`config.mk`:
```
export PLATFORM = sky130hd
export DESIGN_NAME = des_perm_pipe
export DESIGN_NICKNAME = d
export VERILOG_FILES = /design/src/rtl/des_pkg.sv /design/src/rtl/des_pipe_stage.sv /design/src/rtl/des_perm_pipe.sv
export SDC_FILE = /design/constraint.sdc
export NUM_CORES = 1
export LEC_CHECK = 0
export CAP_MARGIN = 20
export CORE_UTILIZATION = 54
export DETAILED_ROUTE_END_ITERATION = 12
export HOLD_SLACK_MARGIN = 0.06
export PLACE_DENSITY = 0.83
export SLEW_MARGIN = 10
export SYNTH_ARGS = -nofsm -noshare
export SYNTH_HDL_FRONTEND = slang
export SYNTH_SLANG_ARGS = --single-unit
```
`constraint.sdc`:
```
create_clock -name clk -period 4.6 [get_ports clk]
set_clock_uncertainty 0.2 [all_clocks]
set_input_delay 0.92 -clock clk [delete_from_list [all_inputs] [get_ports clk]]
set_output_delay 0.92 -clock clk [all_outputs]
set_load 0.01 [all_outputs]
```
`src/rtl/des_pkg.sv`:
```
// Shared DES definitions: block/half widths, IP and FP index tables, and the
// pure permutation function used by the permutation pipe (and reused by the
// round and key-schedule blocks). Bit numbering follows DES: bit 1 = MSB.
package des_pkg;

    localparam int DES_BLK_W  = 64;
    localparam int DES_HALF_W = 32;

    typedef enum logic {
        PERM_IP = 1'b0,
        PERM_FP = 1'b1
    } perm_mode_e;

    // Source bit index for each output bit (entry 0 -> output bit 1).
    localparam int IP_TBL [DES_BLK_W] = '{
        58, 50, 42, 34, 26, 18, 10,  2, 60, 52, 44, 36, 28, 20, 12,  4,
        62, 54, 46, 38, 30, 22, 14,  6, 64, 56, 48, 40, 32, 24, 16,  8,
        57, 49, 41, 33, 25, 17,  9,  1, 59, 51, 43, 35, 27, 19, 11,  3,
        61, 53, 45, 37, 29, 21, 13,  5, 63, 55, 47, 39, 31, 23, 15,  7
    };

    localparam int FP_TBL [DES_BLK_W] = '{
        40,  8, 48, 16, 56, 24, 64, 32, 39,  7, 47, 15, 55, 23, 63, 31,
        38,  6, 46, 14, 54, 22, 62, 30, 37,  5, 45, 13, 53, 21, 61, 29,
        36,  4, 44, 12, 52, 20, 60, 28, 35,  3, 43, 11, 51, 19, 59, 27,
        34,  2, 42, 10, 50, 18, 58, 26, 33,  1, 41,  9, 49, 17, 57, 25
    };

    // IP when mode=PERM_IP (swap ignored); FP when mode=PERM_FP, optionally
    // after exchanging halves so R16||L16 from the last round lands correctly.
    function automatic logic [1:DES_BLK_W] des_permute(
        input logic [1:DES_BLK_W] data,
        input logic               mode,
        input logic               swap
    );
        logic [1:DES_BLK_W] d;
        logic [1:DES_BLK_W] p;
        d = data;
        if (mode == PERM_FP && swap)
            d = {data[DES_HALF_W+1:DES_BLK_W], data[1:DES_HALF_W]};
        for (int i = 0; i < DES_BLK_W; i++)
            p[i+1] = (mode == PERM_FP) ? d[FP_TBL[i]] : d[IP_TBL[i]];
        return p;
    endfunction

endpackage

```
`src/rtl/des_pipe_stage.sv`:
```
// One pipeline register: valid bit, 64-bit block and sideband tag.
// Latency: 1 cycle; loads on load, holds otherwise.
// Backpressure: none internally; the parent derives load from downstream.
// Ports: clk, rst (sync, active-high), load, nxt_valid/nxt_data/nxt_tag (next
// contents), valid/data/tag (registered contents).
module des_pipe_stage
    import des_pkg::*;
#(
    parameter int TAG_W = 4
) (
    input  logic                 clk,
    input  logic                 rst,
    input  logic                 load,
    input  logic                 nxt_valid,
    input  logic [1:DES_BLK_W]   nxt_data,
    input  logic [TAG_W-1:0]     nxt_tag,
    output logic                 valid,
    output logic [1:DES_BLK_W]   data,
    output logic [TAG_W-1:0]     tag
);

    always_ff @(posedge clk) begin
        if (rst) begin
            valid <= 1'b0;
            data  <= '0;
            tag   <= '0;
        end else if (load) begin
            valid <= nxt_valid;
            // Bubbles only clear the valid bit; payload keeps its last value.
            if (nxt_valid) begin
                data <= nxt_data;
                tag  <= nxt_tag;
            end
        end
    end

endmodule

```
`src/rtl/des_perm_pipe.sv`:
```
// DES IP / FP(IP^-1) permutation with optional pre-FP half swap, valid/ready pipe.
// Latency: PIPE_STAGES cycles, 1 word/cycle throughput.
// Backpressure: bubble-collapsing; in_ready drops only when every stage is full and out_ready=0.
// Ports: clk, rst (sync, active-high); in_valid/in_ready/in_mode/in_swap/in_data/in_tag
// upstream; out_valid/out_ready/out_l/out_r/out_tag downstream; busy = any stage valid.
module des_perm_pipe
    import des_pkg::*;
#(
    parameter int PIPE_STAGES = 2,
    parameter int TAG_W       = 4
) (
    input  logic                  clk,
    input  logic                  rst,
    input  logic                  in_valid,
    output logic                  in_ready,
    input  logic                  in_mode,
    input  logic                  in_swap,
    input  logic [1:DES_BLK_W]    in_data,
    input  logic [TAG_W-1:0]      in_tag,
    output logic                  out_valid,
    input  logic                  out_ready,
    output logic [1:DES_HALF_W]   out_l,
    output logic [1:DES_HALF_W]   out_r,
    output logic [TAG_W-1:0]      out_tag,
    output logic                  busy
);

    if (PIPE_STAGES < 1 || PIPE_STAGES > 4) begin : g_bad_stages
        $error("des_perm_pipe: PIPE_STAGES must be in 1..4");
    end
    if (TAG_W < 1) begin : g_bad_tag
        $error("des_perm_pipe: TAG_W must be >= 1");
    end

    logic [1:PIPE_STAGES]  v;
    logic [1:PIPE_STAGES]  ld;
    logic [1:DES_BLK_W]    sd [1:PIPE_STAGES];
    logic [TAG_W-1:0]      st [1:PIPE_STAGES];
    logic [1:DES_BLK_W]    perm;

    assign perm = des_permute(in_data, in_mode, in_swap);

    // Stage k may load if downstream drains this cycle or any stage from k to
    // the output holds a bubble; unrolled so no signal feeds back on itself.
    always_comb begin
        for (int k = 1; k <= PIPE_STAGES; k++) begin
            ld[k] = out_ready;
            for (int j = k; j <= PIPE_STAGES; j++)
                if (!v[j]) ld[k] = 1'b1;
        end
    end

    for (genvar k = 1; k <= PIPE_STAGES; k++) begin : g_stage
        logic                nv;
        logic [1:DES_BLK_W]  nd;
        logic [TAG_W-1:0]    nt;

        if (k == 1) begin : g_head
            assign nv = in_valid;
            assign nd = perm;
            assign nt = in_tag;
        end else begin : g_body
            assign nv = v[k-1];
            assign nd = sd[k-1];
            assign nt = st[k-1];
        end

        des_pipe_stage #(.TAG_W(TAG_W)) u_stage (
            .clk       (clk),
            .rst       (rst),
            .load      (ld[k]),
            .nxt_valid (nv),
            .nxt_data  (nd),
            .nxt_tag   (nt),
            .valid     (v[k]),
            .data      (sd[k]),
            .tag       (st[k])
        );
    end

    assign in_ready  = ld[1];
    assign out_valid = v[PIPE_STAGES];
    assign out_l     = sd[PIPE_STAGES][1:DES_HALF_W];
    assign out_r     = sd[PIPE_STAGES][DES_HALF_W+1:DES_BLK_W];
    assign out_tag   = st[PIPE_STAGES];
    assign busy      = |v;

endmodule
```
==> results.cfg <==
[placement]
portBuffers = 144
gp_congestion = 0.8445
place_hpwl_um = 11540
place_area_mm2 = 0.007325

[route]
wl_um = 17750
drtIter0Drc = 423
drt_pass1_iterations = 5
postRouteAntennaNets = 0
routedWlPerCell_um = 18.77
vias_per_cell = 6.104
drc = 0
vias = 5774

[power]
leakagePower_nw = 2.991
ir_worst_vdd_v = 0.0002628
total_power_mw = 2.979
powerDensity_mw_per_mm2 = 375.4

[clock_tree]
cts_num_sinks = 138
clk_pin_slew_ns = 0.06
cts_resized = 0
numCtsBuffers = 17
clk_latency_ns = 0.41
h-tree-depth = 4
root_buffer = clkbuf_16
cts_setup_buffers = 0
cts.path.max_buffers = 2
cts_tree = built
cts-hold-fix-buffers = 0

[critical_path]
r2r_cells = 4
r2r-start = g_stage[1].u_stage.valid$_SDFFE_PP0P_
worst-path-buf-inv = 3
crit_slowest_cell = clkdlybuf4s50_1
end_kind = output port
cpLargestDelayFamily = buffers and inverters
worstReg2RegEnd = g_stage[2].u_stage.data[9]$_SDFFE_PP0P_
path_class = input pin to output port
crit_path_start_kind = input pin
cp.arrival_ns = 2.52
crit_required_ns = 3.48
crit_top_cell = clkdlybuf4s50_1
cpPeakStageDelay_ns = 0.58
r2r_slack_ns = 2.21
path_cells = clkdlybuf4s50_1 -> and3b_1 -> inv_2 -> clkdlybuf4s50_1
path_max_fanout = 11

[cells_and_area]
drive_gt1_frac = 0.06079
final_cell_mix = 141 x clkdlybuf4s50_1, 138 x a21oi_1, 137 x dfxtp_1, 76 x nand3_1, 61 x nor2_1
nets = 867
fill_cells = 837
final_common_cell = clkdlybuf4s50_1
final_util = 0.7257
syn_to_final_growth_pct = 30.35
n_antenna_cell = 0
design_area_mm2 = 0.007936

[sta]
finalSetupViolCount = 0
fin_setup_tns_ns = 0
slew_headroom = 0.2854
period_minus_slack_ns = 3.635
drv_slew = 0
fin_crit_sh = 0.7903
worst_slew_pin_slew_ns = 1.070
hold_viol = 0
timing.fmax_mhz = 275.1
rsz0062_at_grt = false
whs_ns = 0.2722

[floorplanning]
die-area_mm2 = 0.01170
die_w_um = 108.2
num_io_pins = 145
die_h_um = 108.2
start_util = 0.5568
core-area_mm2 = 0.01094
rows = 38

[yosys]
netlist_area_mm2 = 0.006088
synth_cell_types = 22
yosysWarnings = 0
yosysSeqAreaShare = 0.4538
synth_top_area_frac = 0.4538
synth_fp_nets = 772
ys_seq_elements = 138
synth_area_leaders = dfxtp_1 45%, a21oi_1 11%, mux2i_1 9.9%
synthCells = 698
postSynthAreaPerCell_um2 = 8.723
yosysTopAreaCell = dfxtp_1

[min_path]
holdPathStages = 2
min_to = g_stage[2].u_stage.data[1]$_SDFFE_PP0P_
hold_path.startpoint = g_stage[2].u_stage.data[1]$_SDFFE_PP0P_
hp-class = flop to flop

[global_routing]
grt_antenna_before_repair = 0
grt_pass1_wl_um = 27600
overflow = 0
grt_max_degree = 126
grt_use_total = 0.3100
grt_pass1_vias = 5389

[status]
status = finished clean

[run]
maxCapViolations = 0
-- flip-flops by register name, indices dropped and copies added (netlist names) --
register	cells
g_stage.u_stage.data	128
g_stage.u_stage.tag	8
g_stage.u_stage.valid	2
-- routing by layer --
metal  up-vias  routed length (um)  GRT usage
met1      2724                7573     0.4105
met5         -                   0          0
met2       285                8212     0.4864
li1       2728                   -          -
met3        37                1497    0.07595
met4         0                 469     0.1194
-- cell usage after synthesis --
master and instances:
nand2_1 5, buf_6 14, nor3_4 1, a21oi_4 1
buf_4 2, nor2_1 61, a311oi_1 4, and3b_1 1
inv_2 3, o21ai_0 60, nand3_1 76, a21oi_1 138
buf_2 15, buf_1 4, clkbuf_1 40, and2b_1 1
a22o_1 60, mux2i_1 60, o21ai_1 12, dfxtp_1 138
or2_1 1, nand2b_1 1
-- worst min-delay path: cells and delay by family (launching register included) --
kind,cells,cell delay [ns]
compound gates,2,0.12
flops,1,0.30
-- logic make-up after synthesis --
kind of cell / Yosys count / synth area share
simple gates: 147 / 0.1106
buf+inv: 78 / 0.06966
flops: 138 / 0.4538
compound gates: 275 / 0.2674
mux: 60 / 0.09864
-- worst max path at each step --
stage | start | to | slack, ns | cells past startpoint
floorplan | out_ready | in_ready | 2.04 | 4
global placement | out_ready | in_ready | 1.03 | 4
finish | out_ready | in_ready | 0.96 | 4
global route | out_ready | in_ready | 0.93 | 4
CTS | out_ready | in_ready | 0.97 | 4
detailed placement | out_ready | in_ready | 0.98 | 4
-- area by class of cell --
class                           count  area, um2  area share
Timing Repair Buffer              151       1516      0.1911
Sequential cell                   138       2764      0.3483
Tap cell                          140      175.2     0.02207
Clock inverter                     13      121.4     0.01529
Multi-Input combinational cell    482       2905      0.3661
Inverter                            3      11.26    0.001419
Clock buffer                       19      442.9     0.05581
-- through the flow --
stage	instances	setup WS [ns]
floorplan	698	2.038
global placement	912	1.033
detailed placement	912	0.9768
CTS	944	0.9689
global route	946	0.9267
finish	946	0.9648
-- power breakdown --
group | total (mW) | switching, mW | internal, mW
sequential | 1.30 | 0.0387 | 1.26
clock | 1.29 | 0.532 | 0.760
combinational | 0.388 | 0.206 | 0.183
total | 2.98 | 0.777 | 2.20
Power figures use the tool's default switching activity.
